<file path="config.mk">
export PLATFORM = sky130hd
export DESIGN_NAME = axi4_lite_bus_wr_fifo
export DESIGN_NICKNAME = d
export VERILOG_FILES = /design/src/rtl/axi4_lite_bus_wr_fifo.sv
export SDC_FILE = /design/constraint.sdc
export NUM_CORES = 1
export LEC_CHECK = 0
export CORE_MARGIN = 2
export CORE_UTILIZATION = 25
export DETAILED_ROUTE_END_ITERATION = 10
export PLACE_DENSITY = 0.49
export SLEW_MARGIN = 40
export SYNTH_ARGS = -nofsm -noshare
export SYNTH_HDL_FRONTEND = slang
export SYNTH_SLANG_ARGS = --single-unit
</file>
<file path="constraint.sdc">
create_clock -name aclk -period 3.3 [get_ports aclk]
set_input_delay 0.825 -clock aclk [delete_from_list [all_inputs] [get_ports aclk]]
set_output_delay 0.825 -clock aclk [all_outputs]
set_load 0.02 [all_outputs]
</file>
<file path="src/rtl/axi4_lite_bus_wr_fifo.sv">
// AXI4-Lite write-path decoupler: independent FWFT FIFOs on AW and W toward the target and on B back to the initiator.
// Optional macro AXI4_WR_FIFO_CREDIT_EN: outstanding-write credit limits AW so the B FIFO can never refuse a response.
module axi4_lite_bus_wr_fifo #(
  parameter int unsigned A = 32,
  parameter int unsigned N = 4,
  parameter int unsigned D = 4
) (
  input  logic           aclk,
  input  logic           aresetn,
  input  logic [A-1:0]   s_awaddr,
  input  logic           s_awvalid,
  output logic           s_awready,
  input  logic [8*N-1:0] s_wdata,
  input  logic [N-1:0]   s_wstrb,
  input  logic           s_wvalid,
  output logic           s_wready,
  output logic [1:0]     s_bresp,
  output logic           s_bvalid,
  input  logic           s_bready,
  output logic [A-1:0]   m_awaddr,
  output logic           m_awvalid,
  input  logic           m_awready,
  output logic [8*N-1:0] m_wdata,
  output logic [N-1:0]   m_wstrb,
  output logic           m_wvalid,
  input  logic           m_wready,
  input  logic [1:0]     m_bresp,
  input  logic           m_bvalid,
  output logic           m_bready
);

  localparam int unsigned PW = $clog2(D);
  localparam int unsigned WW = 8*N + N;
  localparam logic [PW:0] FULL_CNT = (PW+1)'(D);

  typedef logic [PW-1:0] ptr_t;
  typedef logic [PW:0]   cnt_t;

  // Readies stay low during reset and rise on the first edge after release.
  logic run;
  logic credit_ok;

  always_ff @(posedge aclk or negedge aresetn) begin
    if (!aresetn) run <= 1'b0;
    else          run <= 1'b1;
  end

  // ---------------- AW FIFO ----------------
  logic [A-1:0] aw_mem [D];
  ptr_t         aw_wr_ptr, aw_rd_ptr;
  cnt_t         aw_cnt;
  logic         aw_full, aw_push, aw_pop;

  assign aw_full   = (aw_cnt == FULL_CNT);
  assign s_awready = run & ~aw_full & credit_ok;
  assign m_awvalid = (aw_cnt != '0);
  assign m_awaddr  = aw_mem[aw_rd_ptr];
  assign aw_push   = s_awvalid & s_awready;
  assign aw_pop    = m_awvalid & m_awready;

  always_ff @(posedge aclk or negedge aresetn) begin
    if (!aresetn) begin
      aw_wr_ptr <= '0;
      aw_rd_ptr <= '0;
      aw_cnt    <= '0;
    end else begin
      if (aw_push) aw_wr_ptr <= aw_wr_ptr + 1'b1;
      if (aw_pop)  aw_rd_ptr <= aw_rd_ptr + 1'b1;
      if (aw_push != aw_pop) aw_cnt <= aw_push ? aw_cnt + 1'b1 : aw_cnt - 1'b1;
    end
  end

  always_ff @(posedge aclk) begin
    if (aw_push) aw_mem[aw_wr_ptr] <= s_awaddr;
  end

  // ---------------- W FIFO (strobe and data stored together) ----------------
  logic [WW-1:0] w_mem [D];
  logic [WW-1:0] w_head;
  ptr_t          w_wr_ptr, w_rd_ptr;
  cnt_t          w_cnt;
  logic          w_full, w_push, w_pop;

  assign w_full   = (w_cnt == FULL_CNT);
  assign s_wready = run & ~w_full;
  assign m_wvalid = (w_cnt != '0);
  assign w_head   = w_mem[w_rd_ptr];
  assign m_wdata  = w_head[8*N-1:0];
  assign m_wstrb  = w_head[8*N +: N];
  assign w_push   = s_wvalid & s_wready;
  assign w_pop    = m_wvalid & m_wready;

  always_ff @(posedge aclk or negedge aresetn) begin
    if (!aresetn) begin
      w_wr_ptr <= '0;
      w_rd_ptr <= '0;
      w_cnt    <= '0;
    end else begin
      if (w_push) w_wr_ptr <= w_wr_ptr + 1'b1;
      if (w_pop)  w_rd_ptr <= w_rd_ptr + 1'b1;
      if (w_push != w_pop) w_cnt <= w_push ? w_cnt + 1'b1 : w_cnt - 1'b1;
    end
  end

  always_ff @(posedge aclk) begin
    if (w_push) w_mem[w_wr_ptr] <= {s_wstrb, s_wdata};
  end

  // ---------------- B FIFO ----------------
  logic [1:0] b_mem [D];
  ptr_t       b_wr_ptr, b_rd_ptr;
  cnt_t       b_cnt;
  logic       b_full, b_push, b_pop;

  assign b_full   = (b_cnt == FULL_CNT);
  assign s_bvalid = (b_cnt != '0);
  assign s_bresp  = b_mem[b_rd_ptr];
  // The full guard is redundant under credit control but keeps storage safe from a misbehaving target.
  assign b_push   = m_bvalid & m_bready & ~b_full;
  assign b_pop    = s_bvalid & s_bready;

  always_ff @(posedge aclk or negedge aresetn) begin
    if (!aresetn) begin
      b_wr_ptr <= '0;
      b_rd_ptr <= '0;
      b_cnt    <= '0;
    end else begin
      if (b_push) b_wr_ptr <= b_wr_ptr + 1'b1;
      if (b_pop)  b_rd_ptr <= b_rd_ptr + 1'b1;
      if (b_push != b_pop) b_cnt <= b_push ? b_cnt + 1'b1 : b_cnt - 1'b1;
    end
  end

  always_ff @(posedge aclk) begin
    if (b_push) b_mem[b_wr_ptr] <= m_bresp;
  end

  // ---------------- Credit control ----------------
`ifdef AXI4_WR_FIFO_CREDIT_EN
  cnt_t outstanding;

  always_ff @(posedge aclk or negedge aresetn) begin
    if (!aresetn) begin
      outstanding <= '0;
    end else if (aw_push != b_pop) begin
      outstanding <= aw_push ? outstanding + 1'b1 : outstanding - 1'b1;
    end
  end

  assign credit_ok = (outstanding != FULL_CNT);
  assign m_bready  = run;
`else
  assign credit_ok = 1'b1;
  assign m_bready  = run & ~b_full;
`endif

endmodule
</file>
==> summary.md, run 1 <==
| Metric | Value |
|---|---|
| Library cells used by synthesis | `43` |
| Critical setup path kind | `flip-flop to primary output` |
| RSZ-0062 raised after global routing | `no` |
| H-tree levels | `2` |
| Final worst path period share | `between 90 and 100%` |
| First-pass GRT wire length | `around 37 mm` |
| Post-synth top cells | `edfxtp_1, mux4_2, dfrtp_1` |
| Fin. max-slew vios | `0` |
| Io pins | `roughly 150` |
| Min Hold Slack | `between 500 and 600 ps` |
| Endpoints failing setup | `0` |
| Main flop type after synthesis | `edfxtp_1` |
| Tmin final | `approximately 3200 ps` |
| Max cap viols | `0` |
| Gr ovfl total | `0` |
| Port buffer count | `approximately 150` |
| Worst hold stages | `1` |
| Bufs on Longest Clock Path | `3` |
| Vias per inst | `~4.2` |
| Run status | `completed` |
| Placed cell count | `between 1000 and 1500` |
| Mean Syn Cell Area | `around 22 um^2` |
| Sequential element share of the synthesized area | `between 70% and 80%` |
| Fin. Hold Viols | `0` |
| CTS hold repair buffers | `0` |
| Routed Antenna Nets | `0` |
| RR Endpoint | `w_cnt[2]` |
| Critical path data required time | `2470 ps` |
| Die height | `between 200 and 250 um` |
| Top-area cell type share of the netlist area | `71.60%` |
| Vias | `between 5000 and 6000` |
| Vias in the first global route | `6120` |
| Ys async rst share | `7.285%` |
| DRT Pass-1 Iters | `4` |
| Gr usage total | `10.08%` |
| Setup Slack @ Placement | `around 330 ps` |
| Crit Path Max Fanout | `22` |
| FF+latch count, synth | `a little over 300` |
| Final-stage net count | `between 800 and 900` |
| Sw Share | `between 20 and 30%` |
| Power share of the sequential group | `a little under two fifths` |
| Leak | `between 5 and 6 nW` |
| Post-route DRC | `0` |
| Syn nets | `about 620` |
| VDD IR max | `between 0.0004 and 0.0005 V` |
| Net Switching | `3.955 mW` |
| Cell Rows | `79` |
| Worst hold path type | `flip-flop to flip-flop` |
| Clk root buf | `clkbuf_16` |
| Die Wd | `around 220 um` |
| Ys Warns | `0` |
| Die area | `48720 um^2` |
| Power Density | `around 870 nW/um^2` |
| Fin cells | `about 1300` |
| # clock sinks | `302` |
| R2R depth | `8` |
| Mapped cell area | `approximately 12000 um^2` |
| Worst Hold End | `b_rd_ptr[1]` |
| Data arrival, critical path | `~2400 ps` |
| Clock buffer count from CTS | `35` |
| Worst r2r src | `run` |
| CTS tree | `done` |
| Min-delay src | `b_rd_ptr[1]` |
| Combinational power share | `32.9%` |
| CP Capture Type | `primary output` |
| CP Launch Type | `flip-flop` |
| Fmax | `approximately 320 MHz` |
| Overall routed net length | `roughly 24 mm` |
| Layout area overhead | `30.74%` |
| Synth top area cells | `edfxtp_1, mux4_2, dfrtp_1, ha_1, xnor2_1` |
| Yosys top cell by area | `edfxtp_1` |
| Initial Utilization | `25.28%` |
| Ant. Diodes | `0` |
| Wire per inst | `approximately 18 um` |
| Top-count cell post-synth | `edfxtp_1` |
| Clk_skew | `about 12 ps` |
| Worst reg-to-reg setup slack | `1030 ps` |
| Core Region | `about 46000 um^2` |
| Clock power frac | `a little under 30%` |
| Post-synth EDFFs | `280` |
| Final setup margin | `about 130 ps` |
| Latest clock arrival within the worst-skew pair | `approximately 520 ps` |
| Initial DRC count | `roughly 310` |
| Layout cell share with drive strength beyond 1 | `21.43%` |
| Setup TNS after final layout | `0 ps` |
| Gpl congestion | `~0.73` |
| DP Wirelength | `14.92 mm` |
| Internal | `between 9 and 10 mW` |
| Clock transition at path regs | `60 ps` |
| Final Util | `between 30% and 40%` |
| Largest net degree at the start of global routing | `37` |
| Initial antenna violation count | `1` |
| Post-Syn Instances | `~530` |
==> critical path: stages, from the launching register on <==
cell and delay, ps:
dfrtp_2 440, buf_12 240, mux4_2 520, clkdlybuf4s50_1 590
==> layout make-up <==
| cell class | count | area (um^2) |
|---|---|---|
| tap | 607 | 759.5 |
| timing repair buffer | 176 | 1854 |
| sequential | 302 | 8962 |
| inverter | 12 | 45.04 |
| multi-input combinational | 191 | 2559 |
| clock inverter | 17 | 221.5 |
| fill | 4491 | 31100 |
| clock buffer | 44 | 952.2 |
==> registers in the layout, summed over array words and instances (netlist names) <==
register and cells:
w_mem 144, aw_mem 128, b_mem 8, aw_cnt 3
b_cnt 3, w_cnt 3, aw_rd_ptr 2, aw_wr_ptr 2
b_rd_ptr 2, b_wr_ptr 2, w_rd_ptr 2, w_wr_ptr 2
run 1
==> cells in the final DEF (no fill, tap or decap), types with 9 or more instances in the layout <==
cell | Yosys | routed
and2_1 | 15 | 11
edfxtp_1 | 280 | 280
mux4_2 | 70 | 70
xnor2_1 | 13 | 13
inv_1 | 12 | 12
buf_12 | 2 | 12
nand2_1 | 9 | 9
buf_4 | 2 | 11
dfrtp_1 | 22 | 19
ha_1 | 13 | 13
clkdlybuf4s50_1 | 0 | 153
clkbuf_16 | 0 | 37
==> routing by layer <==
| metal | GRT usage [%] | vias up | wire [um] |
|---|---|---|---|
| li1 | - | 2571 | - |
| met1 | 12.52 | 2966 | 10250 |
| met2 | 16.70 | 117 | 12040 |
| met3 | 2.763 | 42 | 1311 |
| met4 | 3.933 | 2 | 630 |
| met5 | 0 | - | 16 |
==> cells by family (layout without fill, tap and decap cells) <==
kind of cell / after synthesis / after routing / synth area share (%)
DFF: 302 / 302 / 76.28
muxes: 77 / 77 / 14.06
and+or+nand+nor: 56 / 56 / 2.823
buffers and inverters: 35 / 249 / 1.971
AOI/OAI and AO/OA: 29 / 29 / 2.131
adders and majority gates: 15 / 15 / 1.726
xor gates and xnor gates: 13 / 13 / 0.9695
other: 1 / 1 / 0.03193
==> how the worst max path moves through the flow <==
stage                             from          end  slack [ps]  depth (start not counted)
after floorplan               s_wvalid  w_mem[0][0]         820                          3
after global placement        m_bvalid     b_cnt[2]         310                          8
after detailed placement      m_bvalid     b_cnt[2]         330                          8
after CTS                 aw_rd_ptr[0]  m_awaddr[6]          40                          3
after global routing      aw_rd_ptr[0]  m_awaddr[6]           9                          3
final                     aw_rd_ptr[0]  m_awaddr[6]         130                          3
==> power groups by stage <==
stage	combinational (mW)	sequential (mW)	clock [mW]
2_1_floorplan	2.78	4.97	0
3_3_place_gp	4.49	5.11	0
3_5_place_dp	4.49	5.12	0
4_1_cts	4.53	5.03	4.08
5_1_grt	4.73	5.08	4.22
6_report	4.39	5.02	3.93
==> stage by stage <==
stage / area (um^2) / total power [mW]
2_1_floorplan: 11740 / 7.751
3_3_place_gp: 14170 / 9.605
3_5_place_dp: 14170 / 9.615
4_1_cts: 15350 / 13.64
5_1_grt: 15350 / 14.04
6_report: 15350 / 13.35
==> timing repair <==
action / in CTS / in global routing
gates resized for setup: 0 / 0
buffers inserted: 1 / 0
setup endpoints to repair: 25 / 0
Power figures use the tool's default switching activity.
==> run 2: changes to the inputs <==
Settings changed: SLEW_MARGIN 40 to 20.
Clock period 3.3 ns to 3.9 ns, I/O delays scaled along.
==> run 2 against run 1 <==
Wire length shrank 0.82%. Register-to-register slack gained 360 ps. Largest power group unchanged. Die area is the same. First-iteration DRC count grew 2.6%. Worst setup slack gained 310 ps. Core utilization shrank 0.41 points.
==> summary.md, run 2 (synthesis gave the netlist of run 1 again) <==
| Metric | Value |
|---|---|
| Layout area overhead | `29.11%` |
| Fin. max-slew vios | `0` |
| Gpl congestion | `~0.7` |
| CTS tree | `done` |
| Fmax | `289.2 MHz` |
| Max cap viols | `0` |
| Number of flip-flops in the largest register | `about 140` |
| Vias in the first global route | `~6300` |
| PnR Total Power | `11.04 mW` |
| Top reg by flops | `w_mem` |
| Area of the multi-input gates | `2559 um^2` |
| Gr usage total | `roughly a tenth` |
| Crit Path Max Fanout | `20` |
| Initial DRC count | `321` |
| Die height | `about 220 um` |
| Final worst path period share | `around nine tenths` |
| Final-stage net count | `approximately 800` |
| Crit-path slowest cell | `dfrtp_2` |
| Gr ovfl total | `0` |
| Data arrival, critical path | `about 2500 ps` |
| RSZ-0062 raised after global routing | `no` |
| Sw Share | `30.13%` |
| Wire per inst | `17.89 um` |
| Worst-Margin Slew | `approximately 840 ps` |
| Power Density | `728.4 nW/um^2` |
| Cts repair resizes | `0` |
| Total setup buffers inserted after CTS | `0` |
| CTS hold repair buffers | `0` |
| Worst rel slew slack | `roughly 44%` |
| Run status | `completed` |
| Setup TNS after final layout | `0 ps` |
| Clock transition at path regs | `50 ps` |
| Overall routed net length | `roughly 24 mm` |
| Net Switching | `between 3 and 4 mW` |
| Leak | `approximately 5.0 nW` |
| Critical setup path kind | `flip-flop to primary output` |
| Endpoints failing setup | `0` |
| Ant. Diodes | `0` |
| Port buffer count | `roughly 150` |
| Cell Rows | `~80` |
| DRT Pass-1 Iters | `4` |
| FF+latch area | `8962 um^2` |
| CP Capture Type | `primary output` |
| Io pins | `approximately 150` |
| Initial Utilization | `25.28%` |
| Clock power frac | `28.4%` |
| First-pass GRT wire length | `approximately 37 mm` |
| Die Wd | `between 200 and 250 um` |
| Bufs on Longest Clock Path | `3` |
| Die area | `between 40000 and 50000 um^2` |
| Fin. Hold Viols | `0` |
| Core Region | `46460 um^2` |
| Routed Antenna Nets | `0` |
| Post-route DRC | `0` |
| Vias per inst | `4.179` |
| Internal | `approximately 7.7 mW` |
| Largest regs | `w_mem x144, aw_mem x128, b_mem x8` |
| Layout cell share with drive strength beyond 1 | `20.08%` |
| Combinational power share | `roughly 33%` |
| Clk_skew | `approximately 11 ps` |
| Clk root buf | `clkbuf_16` |
| CP Cell Sequence | `buf_4, mux4_2, clkdlybuf4s50_1` |
| Final Cell Area | `between 15000 and 20000 um^2` |
| Vias | `5617` |
| Largest net degree at the start of global routing | `39` |
| VDD IR max | `0.0003530 V` |
| Post-DP Area | `approximately 14000 um^2` |
| Power share of the sequential group | `38.7%` |
| CP max stage delay | `730 ps` |
| Initial antenna violation count | `1` |
| CP Launch Type | `flip-flop` |
| Latest clock arrival within the worst-skew pair | `530 ps` |
| DP Wirelength | `14.82 mm` |
| # clock sinks | `just over 300` |
| Commonest cells after routing, fill and taps aside | `edfxtp_1, clkdlybuf4s50_1, mux4_2, clkbuf_16, dfrtp_1` |
| Tmin final | `roughly 3500 ps` |
| Worst hold path type | `flip-flop to flip-flop` |
| Critical path data required time | `2920 ps` |
| H-tree levels | `2` |
| Fill count | `around 4500` |
| Clock buffer count from CTS | `35` |
| Commonest non-fill, non-tap cell in the layout | `edfxtp_1` |
| Min Hold Slack | `approximately 480 ps` |
run 2: changes by cell type in the layout (fill, tap and decap cells not counted), moves of 2 or more:
cell,delta
buf_12,-7
clkinv_1,+7
clkinv_2,-4
buf_4,+2
bufinv_16,-2
run 2: power by group through the flow:
stage	sequential (mW)	clock (mW)	combinational, mW
detailed placement	4.35	0	3.73
global route	4.33	3.38	3.92
global placement	4.34	0	3.74
CTS	4.29	3.26	3.75
finish	4.28	3.14	3.63
floorplan	4.21	0	2.35
run 2: final timing paths:
check,end,cells past startpoint,slack (ps),startpoint
setup / recovery,m_wdata[22],3,440,w_rd_ptr[1]
hold / removal,aw_rd_ptr[1],1,480,aw_rd_ptr[1]
setup reg to reg,aw_cnt[2],7,1390,run
hold reg to reg,aw_rd_ptr[1],1,480,aw_rd_ptr[1]
max in group asynchronous,b_rd_ptr[1],2,2370,aresetn
min in group asynchronous,b_cnt[0],1,920,aresetn
run 2: worst max-delay path: cells and delay by family, from the launching register on:
| kind | cells | cell delay [ps] |
|---|---|---|
| buffers and inverters | 2 | 880 |
| DFF | 1 | 730 |
| muxes | 1 | 340 |
run 2: final cells by class:
type	count	area share (%)
flip-flops and latches	302	59.11
inverters	12	0.2971
multi-input cells	191	16.88
clock buffers	42	6.090
clock inverters	19	1.213
repair buffers	171	11.40
well taps	607	5.009
run 2: layer usage:
layer / GRT usage [%] / vias up / part of all wire, %
met5: 0 / - / 0.037
met4: 3.933 / 2 / 2.4
met2: 16.84 / 125 / 50
li1: - / 2559 / -
met1: 12.74 / 2893 / 43
met3: 2.639 / 38 / 5.1
run 2: per-stage QoR:
stage | cells | util (%) | setup WS, ps
floorplan | 528 | - | 1266
global placement | 1283 | 30.25 | 710.9
detailed placement | 1283 | 30.25 | 679.5
CTS | 1344 | 32.64 | 344.9
global route | 1344 | 32.64 | 295.9
finish | 1344 | 32.64 | 442.3
==> run 3: changes to the inputs <==
Settings changed: ABC_AREA from default to 1.
==> run 3 against run 2 <==
Cell count increased by 22%. Hold slack improved by 24 ps. Sequential power decreased by 2%. Worst setup slack got worse by 160 ps. Combinational power increased by 23%. Synthesized cell count increased by 60%. First-iteration DRC count increased by 26%. Die area about the same. Register-to-register slack improved by 670 ps. Critical path depth increased by 1. Clock skew increased by 2.5 ps. Highest routed layer is now met4.
==> summary.md, run 3 <==
| Metric | Value |
|---|---|
| Max cap viols | `0` |
| Sw Share | `35.43%` |
| Commonest cells after routing, fill and taps aside | `edfxtp_1, nor2_1, clkdlybuf4s50_1, o21ai_0, o22ai_1` |
| Overall routed net length | `approximately 27 mm` |
| CP Launch Type | `flip-flop` |
| RR Endpoint | `w_mem[3][22]` |
| Total setup buffers inserted after CTS | `0` |
| Core Region | `around 46000 um^2` |
| Leak | `roughly 5.1 nW` |
| FF+latch count, synth | `around 300` |
| Fin. max-slew vios | `0` |
| Vias in the first global route | `approximately 7100` |
| Layout cell share with drive strength beyond 1 | `a little under a tenth` |
| Power share of the sequential group | `35.8%` |
| Worst rel slew slack | `approximately 50%` |
| Clock power frac | `a little over a quarter` |
| Area of the multi-input gates | `roughly 2400 um^2` |
| Largest net degree at the start of global routing | `between 70 and 80` |
| Vias per inst | `between 4 and 5` |
| Worst hold stages | `2` |
| Latest clock arrival within the worst-skew pair | `~520 ps` |
| Final setup margin | `about 280 ps` |
| Simple-Gate Fraction of Synth Area | `between 7 and 8%` |
| Sequential element share of the synthesized area | `between 70% and 80%` |
| Combinational power share | `~38%` |
| Post-synth top cells | `edfxtp_1, nor2_1, o21ai_0` |
| Synth top area cells | `edfxtp_1, o21ai_0, nor2_1, dfrtp_1, o22ai_1` |
| Final-stage net count | `1101` |
| Top-count cell post-synth | `edfxtp_1` |
| Initial DRC count | `405` |
| FF+latch area | `roughly 9000 um^2` |
| Fraction of the mapped netlist area in compound gates | `about a tenth` |
| Clk root buf | `clkbuf_16` |
| Mean Syn Cell Area | `between 10 and 15 um^2` |
| Worst hold path type | `flip-flop to flip-flop` |
| CTS tree | `done` |
| Initial antenna violation count | `2` |
| H-tree levels | `2` |
| CP Capture Type | `primary output` |
| Gr usage total | `11.28%` |
| Tmin final | `3621 ps` |
| Bufs on Longest Clock Path | `3` |
| Post-Syn Instances | `~840` |
| Top reg by flops | `w_mem` |
| RSZ-0062 raised after global routing | `no` |
| Cell Rows | `between 70 and 80` |
| Largest family of logic cells by synthesized area | `compound AO/OA/AOI/OAI gates` |
| Port buffer count | `roughly 150` |
| Setup Slack @ Placement | `between 700 and 800 ps` |
| Syn nets | `937` |
| Largest regs | `w_mem x144, aw_mem x128, b_mem x8` |
| Net Switching | `between 4 and 5 mW` |
| Post-synthesis adder-cell area fraction | `approximately 1.7%` |
| Critical setup path kind | `flip-flop to primary output` |
| Post-synth EDFFs | `280` |
| DRT Pass-1 Iters | `4` |
| Run status | `completed` |
| CP Cell Sequence | `buf_4, o21ai_0, o22ai_1, clkdlybuf4s50_1` |
| Mux cell area share after synthesis | `less than 1%` |
| CTS hold repair buffers | `0` |
| Commonest non-fill, non-tap cell in the layout | `edfxtp_1` |
| Final worst path period share | `92.86%` |
| Fmax | `around 280 MHz` |
| Wire per inst | `roughly 17 um` |
| Crit path max-delay family | `buffers and inverters` |
| Die height | `approximately 220 um` |
| Layout area overhead | `28.41%` |
| Fill count | `about 4600` |
| WP buf/inv | `2` |
| Min-delay src | `aw_cnt[2]` |
| Worst r2r src | `w_cnt[0]` |
| Gr ovfl total | `0` |
| R2R depth | `5` |
| Clock buffer count from CTS | `35` |
| Mapped cell area | `11740 um^2` |
| Yosys top cell by area | `edfxtp_1` |
| Critical path data required time | `about 3000 ps` |
| Post-route DRC | `0` |
| Worst reg-to-reg setup slack | `2060 ps` |
| Power Density | `~780 nW/um^2` |
| Io pins | `approximately 150` |
| Vias | `approximately 7000` |
| # clock sinks | `302` |
| Data arrival, critical path | `between 2000 and 3000 ps` |
| Initial Utilization | `25.26%` |
| VDD IR max | `slightly above 0.0004 V` |
| Synth Area in XOR/XNOR | `less than 1%` |
| Clk_skew | `approximately 14 ps` |
| Die area | `just under 50000 um^2` |
| Main flop type after synthesis | `edfxtp_1` |
| Endpoints failing setup | `0` |
| Gpl congestion | `~0.71` |
| Crit Path Max Fanout | `between 70 and 80` |
| Cts repair resizes | `0` |
| Library cells used by synthesis | `31` |
| Worst Hold End | `aw_cnt[2]` |
| Worst-Margin Slew | `approximately 750 ps` |
| Setup TNS after final layout | `0 ps` |
| Top-area cell type share of the netlist area | `approximately 72%` |
| First-pass GRT wire length | `41.49 mm` |
| Clock transition at path regs | `~60 ps` |
| Ys Warns | `0` |
| Crit-path slowest cell | `clkdlybuf4s50_1` |
| Number of flip-flops in the largest register | `144` |
| Die Wd | `between 200 and 250 um` |
| CP max stage delay | `650 ps` |
| Fin. Hold Viols | `0` |
| Internal | `between 7 and 8 mW` |
| DP Wirelength | `between 15 and 20 mm` |
| Ys async rst share | `7.285%` |
| Routed Antenna Nets | `0` |
## run 3: changes by cell type after synthesis, sizes merged, moves of 5 or more
cell,previous run,this run
and2,15,0
and3b,5,0
clkbuf,1,20
inv,12,40
mux4,70,0
nand2,9,39
nand3,7,13
nand4,6,1
nor2,3,166
o21ai,2,141
o22ai,0,70
xnor2,13,1
xor2,0,8
## run 3: layer usage
layer  GRT usage, %  up-vias  share of wire [%]
met5              0        -                  0
met4          3.600        0                2.2
met3          3.931       48                8.6
met2          18.40      208                 46
met1          13.99     3409                 43
li1               -     3404                  -
## run 3: layout make-up
cell class,instances,area share (%)
timing repair buffer,170,11.26
inverter,40,1.013
clock buffer,41,6.243
clock inverter,16,0.8219
tap,607,5.039
sequential,302,59.46
antenna,1,0.01660
multi-input combinational,459,16.15
## run 3: cells by family after synthesis
group | after synthesis
buffers and inverters | 83
other | 1
adder cells (fa/ha/maj) | 15
AND/OR/NAND/NOR | 219
flip-flops | 302
AO/OA/AOI/OAI | 214
multiplexers | 1
XOR/XNOR | 9
## run 3: power groups by stage
stage	Clock, mW	Sequential, mW	Combinational (mW)
after floorplan	0	4.19	2.62
after global placement	0	4.25	4.53
after detailed placement	0	4.25	4.54
after CTS	3.19	4.19	4.56
after global routing	3.30	4.23	4.92
final	3.07	4.18	4.45
## run 3: worst reg2reg max path, cell delays in order, from the launching register on
cell     delay, ps
dfrtp_1        460
nor2_4          80
nand2_2         80
nand3_4        180
nor2_4         130
buf_4          510
## run 3: worst max-delay path by stage
stage             endpoint  cells after the start        start  slack [ps]
3_3_place_gp    m_wdata[5]                      4  w_rd_ptr[0]         810
2_1_floorplan  w_mem[0][0]                      2     s_wvalid         830
5_1_grt         m_wdata[5]                      4  w_rd_ptr[0]         100
6_report        m_wdata[5]                      4  w_rd_ptr[0]         280
3_5_place_dp    m_wdata[5]                      4  w_rd_ptr[0]         800
4_1_cts         m_wdata[5]                      4  w_rd_ptr[0]         210
## run 3: stage by stage
| step | util [%] | total power, mW | hold WS (ps) | instance area (um^2) | std cells |
|---|---|---|---|---|---|
| floorplan | - | 6.810 | 462.4 | 11740 | 844 |
| global placement | 30.14 | 8.776 | 482.3 | 14000 | 1578 |
| detailed placement | 30.14 | 8.792 | 491.3 | 14000 | 1578 |
| CTS | 32.43 | 11.94 | 503.5 | 15070 | 1635 |
| global route | 32.43 | 12.45 | 557.0 | 15070 | 1635 |
| finish | 32.44 | 11.70 | 501.6 | 15070 | 1636 |
